[src/rtl/frame_buffer_ctrl.sv]
// Single-frame capture controller: queues bayer writes into the LRAM port, gives spi reads priority.
// Optional pixel counter enabled by defining FRAME_BUFFER_CTRL_PIXEL_COUNT_EN.
module frame_buffer_ctrl #(
    parameter int unsigned ADDR_W     = 16,
    parameter int unsigned DATA_W     = 30,
    parameter int unsigned FIFO_DEPTH = 8,
    parameter int unsigned RAM_RD_LAT = 2
) (
    input  logic              clk,
    input  logic              reset,
    input  logic              capture_req,
    input  logic              pix_fv,
    input  logic              pix_wr_en,
    input  logic [ADDR_W-1:0] pix_wr_addr,
    input  logic [DATA_W-1:0] pix_wr_data,
    input  logic              rd_req,
    input  logic [ADDR_W-1:0] rd_addr,
    output logic [DATA_W-1:0] rd_data,
    output logic              rd_valid,
    output logic              ram_wr_en,
    output logic [ADDR_W-1:0] ram_wr_addr,
    output logic [DATA_W-1:0] ram_wr_data,
    output logic              ram_rd_en,
    output logic [ADDR_W-1:0] ram_rd_addr,
    input  logic [DATA_W-1:0] ram_rd_data,
    output logic              frame_ready,
    output logic              busy,
    output logic [7:0]        overflow_cnt,
    output logic [7:0]        frame_count,
    output logic [31:0]       pixel_count
);

    localparam int unsigned PTR_W = $clog2(FIFO_DEPTH);
    localparam int unsigned CNT_W = PTR_W + 1;

    typedef enum logic [2:0] {
        S_IDLE,
        S_ARMED,
        S_CAPTURE,
        S_DRAIN,
        S_READY
    } state_t;

    typedef struct packed {
        logic [ADDR_W-1:0] addr;
        logic [DATA_W-1:0] data;
    } wr_entry_t;

    state_t            r_state;
    logic              r_fv;
    logic              r_busy;
    logic              r_frame_ready;
    logic [7:0]        r_frame_count;
    logic [7:0]        r_overflow_cnt;

    wr_entry_t         r_fifo [FIFO_DEPTH];
    logic [PTR_W-1:0]  r_wr_ptr;
    logic [PTR_W-1:0]  r_rd_ptr;
    logic [CNT_W-1:0]  r_count;

    logic              r_ram_wr_en;
    logic [ADDR_W-1:0] r_ram_wr_addr;
    logic [DATA_W-1:0] r_ram_wr_data;

    logic [RAM_RD_LAT-1:0] r_rd_pipe;
    logic [ADDR_W-1:0] r_ram_rd_addr;
    logic              r_rd_valid;
    logic [DATA_W-1:0] r_rd_data;

    logic              w_fv_rise;
    logic              w_fv_fall;
    logic              w_push;
    logic              w_pop;
    logic              w_full;
    logic              w_accept;
    logic              w_drop;

    assign w_fv_rise = !r_fv && pix_fv;
    assign w_fv_fall = r_fv && !pix_fv;
    assign w_push    = (r_state == S_CAPTURE) && pix_wr_en;
    assign w_pop     = (r_count != '0) && !rd_req;
    assign w_full    = (r_count == CNT_W'(FIFO_DEPTH));
    // A full queue still takes a push when the same cycle frees a slot.
    assign w_accept  = w_push && (!w_full || w_pop);
    assign w_drop    = w_push && w_full && !w_pop;

    // Capture sequencer with registered status flags
    always_ff @(posedge clk) begin
        if (reset) begin
            r_state       <= S_IDLE;
            r_fv          <= 1'b0;
            r_busy        <= 1'b0;
            r_frame_ready <= 1'b0;
            r_frame_count <= 8'd0;
        end else begin
            r_fv <= pix_fv;
            case (r_state)
                S_IDLE: begin
                    if (capture_req) begin
                        r_state <= S_ARMED;
                        r_busy  <= 1'b1;
                    end
                end
                S_ARMED: begin
                    if (w_fv_rise) r_state <= S_CAPTURE;
                end
                S_CAPTURE: begin
                    if (w_fv_fall) r_state <= S_DRAIN;
                end
                S_DRAIN: begin
                    if ((r_count == '0) && !r_ram_wr_en) begin
                        r_state       <= S_READY;
                        r_busy        <= 1'b0;
                        r_frame_ready <= 1'b1;
                        r_frame_count <= r_frame_count + 8'd1;
                    end
                end
                S_READY: begin
                    if (capture_req) begin
                        r_state       <= S_ARMED;
                        r_busy        <= 1'b1;
                        r_frame_ready <= 1'b0;
                    end
                end
                default: begin
                    r_state       <= S_IDLE;
                    r_busy        <= 1'b0;
                    r_frame_ready <= 1'b0;
                end
            endcase
        end
    end

    always_ff @(posedge clk) begin
        if (w_accept) r_fifo[r_wr_ptr] <= '{addr: pix_wr_addr, data: pix_wr_data};
    end

    // Write queue bookkeeping and RAM write port
    always_ff @(posedge clk) begin
        if (reset) begin
            r_wr_ptr       <= '0;
            r_rd_ptr       <= '0;
            r_count        <= '0;
            r_overflow_cnt <= 8'd0;
            r_ram_wr_en    <= 1'b0;
            r_ram_wr_addr  <= '0;
            r_ram_wr_data  <= '0;
        end else begin
            if (w_accept) r_wr_ptr <= r_wr_ptr + PTR_W'(1);
            if (w_pop)    r_rd_ptr <= r_rd_ptr + PTR_W'(1);
            if (w_accept && !w_pop)      r_count <= r_count + CNT_W'(1);
            else if (!w_accept && w_pop) r_count <= r_count - CNT_W'(1);
            if (w_drop && (r_overflow_cnt != 8'hFF)) r_overflow_cnt <= r_overflow_cnt + 8'd1;
            r_ram_wr_en <= w_pop;
            if (w_pop) begin
                r_ram_wr_addr <= r_fifo[r_rd_ptr].addr;
                r_ram_wr_data <= r_fifo[r_rd_ptr].data;
            end
        end
    end

    // Read pipeline: bit 0 is the RAM read enable, the last bit marks data landing next edge
    always_ff @(posedge clk) begin
        if (reset) begin
            r_rd_pipe     <= '0;
            r_ram_rd_addr <= '0;
            r_rd_valid    <= 1'b0;
            r_rd_data     <= '0;
        end else begin
            r_rd_pipe[0] <= rd_req;
            for (int i = 1; i < int'(RAM_RD_LAT); i++) begin
                r_rd_pipe[i] <= r_rd_pipe[i-1];
            end
            if (rd_req) r_ram_rd_addr <= rd_addr;
            r_rd_valid <= r_rd_pipe[RAM_RD_LAT-1];
            if (r_rd_pipe[RAM_RD_LAT-1]) r_rd_data <= ram_rd_data;
        end
    end

`ifdef FRAME_BUFFER_CTRL_PIXEL_COUNT_EN
    logic [31:0] r_pixel_count;

    always_ff @(posedge clk) begin
        if (reset) begin
            r_pixel_count <= 32'd0;
        end else if ((r_state == S_ARMED) && w_fv_rise) begin
            r_pixel_count <= 32'd0;
        end else if (w_accept && (r_pixel_count != 32'hFFFF_FFFF)) begin
            r_pixel_count <= r_pixel_count + 32'd1;
        end
    end

    assign pixel_count = r_pixel_count;
`else
    assign pixel_count = 32'd0;
`endif

    assign rd_data      = r_rd_data;
    assign rd_valid     = r_rd_valid;
    assign ram_wr_en    = r_ram_wr_en;
    assign ram_wr_addr  = r_ram_wr_addr;
    assign ram_wr_data  = r_ram_wr_data;
    assign ram_rd_en    = r_rd_pipe[0];
    assign ram_rd_addr  = r_ram_rd_addr;
    assign frame_ready  = r_frame_ready;
    assign busy         = r_busy;
    assign overflow_cnt = r_overflow_cnt;
    assign frame_count  = r_frame_count;

endmodule

[config.mk]
export PLATFORM = sky130hd
export DESIGN_NAME = frame_buffer_ctrl
export DESIGN_NICKNAME = d
export VERILOG_FILES = /design/src/rtl/frame_buffer_ctrl.sv
export SDC_FILE = /design/constraint.sdc
export NUM_CORES = 1
export LEC_CHECK = 0
export CAP_MARGIN = 20
export CORE_ASPECT_RATIO = 1.75
export CORE_MARGIN = 2
export CORE_UTILIZATION = 49
export CTS_BUF_LIST = sky130_fd_sc_hd__clkbuf_4 sky130_fd_sc_hd__clkbuf_8 sky130_fd_sc_hd__clkbuf_16
export DETAILED_ROUTE_END_ITERATION = 8
export DONT_BUFFER_PORTS = 1
export GPL_ROUTABILITY_DRIVEN = 1
export SYNTH_ARGS = -nofsm -noshare
export SYNTH_HDL_FRONTEND = slang
export SYNTH_SLANG_ARGS = --single-unit
[constraint.sdc]
create_clock -name clk -period 19.45 [get_ports clk]
set_clock_uncertainty 0.05 [all_clocks]
set_input_delay 1.945 -clock clk [delete_from_list [all_inputs] [get_ports clk]]
set_output_delay 1.945 -clock clk [all_outputs]
set_load 0.02 [all_outputs]
==> results of run 1 <==
layout by cell type (no fill, tap or decap), types with 14 or more instances in the layout:
master | netlist | layout
nor3_1 | 54 | 50
edfxtp_1 | 368 | 368
clkbuf_16 | 0 | 45
nor2_1 | 114 | 110
buf_4 | 33 | 15
a21oi_1 | 17 | 17
conb_1 | 1 | 32
mux4_2 | 92 | 92
nand2_1 | 14 | 14
dfxtp_1 | 128 | 125
o22ai_1 | 46 | 46
mux2i_1 | 49 | 49
kinds of logic after synthesis:
logic type / synth area share, %
AO/OA/AOI/OAI: 2.898
XOR/XNOR: 0.4256
adder cells (fa/ha/maj): 0.5809
buffers and inverters: 2.769
flip-flops: 73.49
multiplexers: 13.89
other: 0.02024
AND/OR/NAND/NOR: 5.924
how the worst min path moves through the flow:
stage                           end            start
floorplan               r_rd_ptr[2]      r_rd_ptr[2]
global placement         r_state[2]       r_state[2]
detailed placement       r_state[2]       r_state[2]
CTS                      r_state[2]       r_state[2]
global route        ram_wr_addr[11]  ram_wr_addr[11]
finish                   r_state[2]       r_state[2]
final cells by class:
cell class,instances,area share [%]
timing repair buffer,17,0.7037
sequential,496,66.62
tap,480,2.937
clock inverter,17,0.8261
inverter,9,0.1652
clock buffer,63,6.322
multi-input combinational,509,22.42
flip-flops by register name (all words and copies together), names as in the netlist:
name and count:
r_fifo 368, r_count 4, r_rd_pipe 2, overflow_cnt 8
rd_valid 1, r_wr_ptr 3, busy 1, ram_wr_en 1
r_rd_ptr 3, frame_count 8, ram_wr_addr 16, r_fv 1
frame_ready 1, rd_data 30, r_state 3, ram_rd_addr 16
ram_wr_data 30
per-layer routing:
layer	up-vias	share of wire [%]	global-route usage, %
li1	4117	-	-
met4	0	2.5	5.685
met1	4590	36	21.32
met5	-	0	0
met2	268	54	34.82
met3	57	6.7	4.199
where the power goes:
group | internal (mW) | leakage (nW) | switching, mW | total, mW
Combinational | 0.166 | 1.45 | 0.179 | 0.345
Clock | 0.505 | 0.739 | 0.369 | 0.874
Sequential | 1.18 | 4.36 | 0.100 | 1.28
Total | 1.85 | 6.55 | 0.648 | 2.50
cell usage after synthesis (all sizes together) (2+ instances only):
master and count:
xnor2 3, buf 55, dfxtp 128, or4 5, o22ai 46, or3 7, and3 3, a21oi 17
nor2b 8, xor2 6, ha 7, inv 9, clkbuf 35, o41ai 2, nand3 9, nand2 14
o31ai 4, mux4 92, nand2b 4, nor3 54, nor2 114, nor4bb 2, mux2i 49, nor4 6
o21ai 7, nand4 4, edfxtp 368, a211oi 2
worst max-delay path: cells and delay by family:
kind	cells	cell delay, ns
buffers and inverters	2	0.37
AOI/OAI and AO/OA	4	1.23
and+or+nand+nor	1	0.07
muxes	1	0.34
adders and majority gates	2	0.55
==> summary.md, run 1 <==
| Metric | Value |
|---|---|
| Outcome | `completed` |
| CTS Buffer Depth | `3` |
| Post-synthesis cell count | `1,073` |
| CP Class | `input pin to flip-flop` |
| Core box area | `0.03740 mm²` |
| DP Worst Slack | `14.66 ns` |
| DP Cell Count | `1,509` |
| IO Count | `243` |
| Die area | `0.03944 mm²` |
| Initial Utilization | `49.53%` |
| Synth Register Bits | `496` |
| Gr usage total | `18.74%` |
| Largest area contributor in the netlist | `edfxtp_1` |
| Hold_ws | `0.5039 ns` |
| Async SR Flop Fraction | `0%` |
| Hold depth | `2` |
| Mapped Area | `0.01852 mm²` |
| Mean Syn Cell Area | `17.26 µm²` |
| Final WS setup | `15.33 ns` |
| Total grt overflow | `0` |
| CP endpoint kind | `flip-flop` |
| Clock Sinks | `496` |
| CP startpoint | `rd_req` |
| Antenna viol nets, final | `0` |
| Synth-to-Final Area Change | `10.38%` |
| Power, Total | `2.502 mW` |
| Vias in the first global route | `9,292` |
| Inserted Clock Buffers | `44` |
| Sequential cell area | `0.01362 mm²` |
| Post-synth EDFFs | `368` |
| Initial antenna violation count | `0` |
| Worst VDD drop | `0.1065 mV` |
| Mean routed wirelength per cell | `23.05 µm` |
| Hold Buf Count CTS | `0` |
| Synth area leaders | `edfxtp_1 60%, dfxtp_1 14%, mux4_2 11%, mux2i_1 2.6%, nor2_1 2.3%` |
| R2R setup slack | `15.97 ns` |
| Critical path startpoint category | `input pin` |
| TritonCTS clock tree | `yes` |
| ANT cells | `0` |
| R2r endpoint | `r_count[3]` |
| Standard-cell rows | `94` |
| Detailed placer's ending HPWL | `21,060 µm` |
| Final Util | `54.67%` |
| Filler cells | `2,919` |
| Clock Latency Late Sink | `0.56 ns` |
| Yosys warning total | `0` |
| Final GP Congestion | `0.7326` |
| Max_cap viols | `0` |
| Clock root cell | `clkbuf_16` |
| First-pass GRT wire length | `55,030 µm` |
| Period utilization | `21.19%` |
| Hold Vio Cnt, Final | `0` |
| Final Critical Period | `4.121 ns` |
| Share of layout cells above drive strength 1 | `18.63%` |
| Area of the multi-input gates | `0.004584 mm²` |
| CP Data Arrival Time | `4.52 ns` |
| H-tree Lvls | `2` |
| Crit path max fanout | `20` |
| Fin area | `0.02045 mm²` |
| Hold Path Class | `flip-flop to flip-flop` |
| Slowest cell on crit path | `o21ai_0` |
| Pins over their slew limit | `0` |
| Clock transition at path regs | `0.07 ns` |
| FMAX | `242.7 MHz` |
| Chip Width | `151.0 µm` |
| Worst Setup EP | `r_count[3]` |
| Die Y | `261.2 µm` |
| Pwr Density | `122.4 mW/mm²` |
| Pleak | `6.547 nW` |
| WP data required | `19.85 ns` |
| Vias after detailed routing | `9,032` |
| Setup Viol. Count Final | `0` |
| Drt total wl | `36,680 µm` |
| # DRC | `0` |
| Slew HR | `28.21%` |
| Post-CTS setup buffers | `0` |
| Share of the synthesized area in the top cell type | `59.66%` |
| Port Buffers | `0` |
| R2R cell count | `10` |
| Critical-path cell list | `nand2_1 -> o21ai_0 -> inv_1 -> ha_1 -> inv_1 -> ha_1 -> a21oi_1 -> a211oi_1 -> a31oi_1 -> mux2_2` |
| First DRT Iteration DRCs | `479` |
| Slew of the pin with the lowest slew margin | `1.077 ns` |
| Synth Flop Type | `edfxtp_1` |
| Vias/cell | `5.677` |
| Dpl cell area | `0.01895 mm²` |
| Crit Reg-Reg Startpoint | `r_count[0]` |
| Count of unique library cells instantiated by Yosys | `45` |
| Initial DRT Pass Iterations | `4` |
| Seq/Total Area, Yosys | `73.49%` |
| Number of nets in the layout | `1,183` |
| Unrepaired setup endpoints after global routing | `no` |
| Post-Layout Cell Count | `1,591` |
| Setup TNS | `0 ns` |
| Pin count of the biggest net entering global routing | `132` |
| CP peak stage delay | `0.80 ns` |
| Cts repair resizes | `0` |
(Power assumes the default switching activity.)
==> run 2: changes to the inputs <==
Settings changed: PLACE_DENSITY set to 0.66.
Clock period 19.45 ns to 3.5 ns, I/O delays scaled along.
==> run 2 against run 1 <==
Via count rose by 6.7%; critical path depth did not move; clock power rose to 5.9 times the previous value; hold slack got worse by 0.44 ns; sequential share of layout area fell by 3.9 points; largest power group unchanged; largest cell class unchanged; setup slack got worse by 15 ns; flip-flop and latch count did not move; utilization rose by 3.4 points; clock-buffer cell count fell by 2; critical path type is now flip-flop to flip-flop.
==> summary.md, run 2 (synthesis results as in run 1) <==
| Metric | Value |
|---|---|
| Outcome | `completed` |
| Pins over their slew limit | `0` |
| Met3 Use GR | `4.042%` |
| Detailed placer's ending HPWL | `22,040 µm` |
| Port Buffers | `0` |
| TritonCTS clock tree | `yes` |
| Gr usage total | `19.75%` |
| Slew of the pin with the lowest slew margin | `0.8906 ns` |
| Worst VDD drop | `0.5110 mV` |
| Initial antenna violation count | `2` |
| DP Worst Slack | `0.6594 ns` |
| IO Count | `243` |
| Filler cells | `2,784` |
| CP startpoint | `r_state[1]` |
| Clock Latency Late Sink | `0.56 ns` |
| Slew HR | `40.63%` |
| Chip Width | `151.0 µm` |
| Commonest non-fill, non-tap cell in the layout | `edfxtp_1` |
| Pwr Density | `665.3 mW/mm²` |
| Standard-cell rows | `94` |
| Final Critical Period | `2.947 ns` |
| Pleak | `7.071 nW` |
| Drt total wl | `38,900 µm` |
| Max_cap viols | `0` |
| Final GP Congestion | `0.7769` |
| Top reg by flops | `r_fifo` |
| Hold Vio Cnt, Final | `0` |
| Final Util | `58.05%` |
| GRT busiest layer | `met2` |
| Mean routed wirelength per cell | `22.88 µm` |
| Setup Viol. Count Final | `0` |
| Vias after detailed routing | `9,633` |
| CP endpoint kind | `flip-flop` |
| Total grt overflow | `0` |
| Post-Layout Cell Count | `1,700` |
| Unrepaired setup endpoints after global routing | `no` |
| Crit path max fanout | `12` |
| # DRC | `0` |
| DP Cell Count | `1,519` |
| CP Class | `flip-flop to flip-flop` |
| Crit Reg-Reg Startpoint | `r_state[1]` |
| Clock transition at path regs | `0.06 ns` |
| FMAX | `339.4 MHz` |
| Pin count of the biggest net entering global routing | `132` |
| Final WS setup | `0.5533 ns` |
| Vias/cell | `5.666` |
| Hold Path Class | `input pin to flip-flop` |
| H-tree Lvls | `2` |
| Most frequent cells in the layout | `368 x edfxtp_1, 125 x dfxtp_1, 110 x nor2_1, 96 x dlygate4sd3_1, 92 x mux4_2` |
| First-pass GRT wire length | `58,420 µm` |
| WP data required | `3.89 ns` |
| Post-CTS setup buffers | `0` |
| Initial Utilization | `49.53%` |
| Share of layout cells above drive strength 1 | `17.90%` |
| Max FFs per register | `368` |
| Initial DRT Pass Iterations | `4` |
| Die area | `0.03944 mm²` |
| Period utilization | `84.19%` |
| Die Y | `261.2 µm` |
| Inserted Clock Buffers | `44` |
| Setup TNS | `0 ns` |
| Antenna viol nets, final | `0` |
| Critical path startpoint category | `flip-flop` |
| GR Util met2 | `36.68%` |
| Vias in the first global route | `10,000` |
| Number of nets in the layout | `1,289` |
| CTS Buffer Depth | `3` |
| CP Data Arrival Time | `3.34 ns` |
| Clock Sinks | `496` |
| Power, Total | `14.44 mW` |
| Core box area | `0.03740 mm²` |
| Clock root cell | `clkbuf_16` |
| Hold_sp | `rd_req` |
| Met1 usage | `22.98%` |
| Synth-to-Final Area Change | `17.20%` |
| First DRT Iteration DRCs | `519` |
run 2: critical path: stages (launching register included):
cell and delay [ns]:
dfxtp_1 0.52, nor4bb_1 0.45, o21ai_0 0.22, inv_1 0.17, ha_1 0.18, inv_1 0.10
ha_1 0.34, a21oi_1 0.19, a211oi_1 0.10, a31oi_1 0.18, mux2_2 0.35
run 2: what timing repair did:
action / CTS / global route
hold buffers: 97 / 0
hold endpoints to repair: 496 / 0
gates resized for setup: 0 / 0
run 2: cell type report:
type                    instances  area, µm²  area share (%)
diodes                          2      5.005         0.02305
flip-flops and latches        496      13620           62.75
inverters                       9      33.78          0.1556
multi-input cells             509       4611           21.24
clock buffers                  61       1308           6.023
well taps                     480      600.6           2.766
clock inverters                20      276.5           1.274
repair buffers                123       1254           5.775
run 2: power breakdown:
group	internal [mW]	leakage, nW	switching (mW)
logic	1.02	1.93	1.10
registers	6.57	4.36	0.580
clock network	3.08	0.789	2.09
total	10.7	7.07	3.77
run 2: routing by layer:
metal	routed length, µm	up-vias
met1	14590	4933
met3	2421	56
li1	-	4357
met2	20990	287
met5	0	-
met4	894	0
run 2: worst paths after layout:
kind	slack, ns	cells past startpoint	to
max	0.55	10	r_count[3]
min	0.07	4	r_rd_ptr[2]
max reg2reg	0.55	10	r_count[3]
min reg2reg	0.50	2	r_state[2]
run 2: through the flow:
| step | hold WS, ns | cell area [µm²] |
|---|---|---|
| after floorplan | 0.3989 | 18680 |
| after global placement | 0.3792 | 19100 |
| after detailed placement | 0.3850 | 19100 |
| after CTS | 0.03960 | 21680 |
| after global routing | 0.09448 | 21710 |
| final | 0.06670 | 21710 |
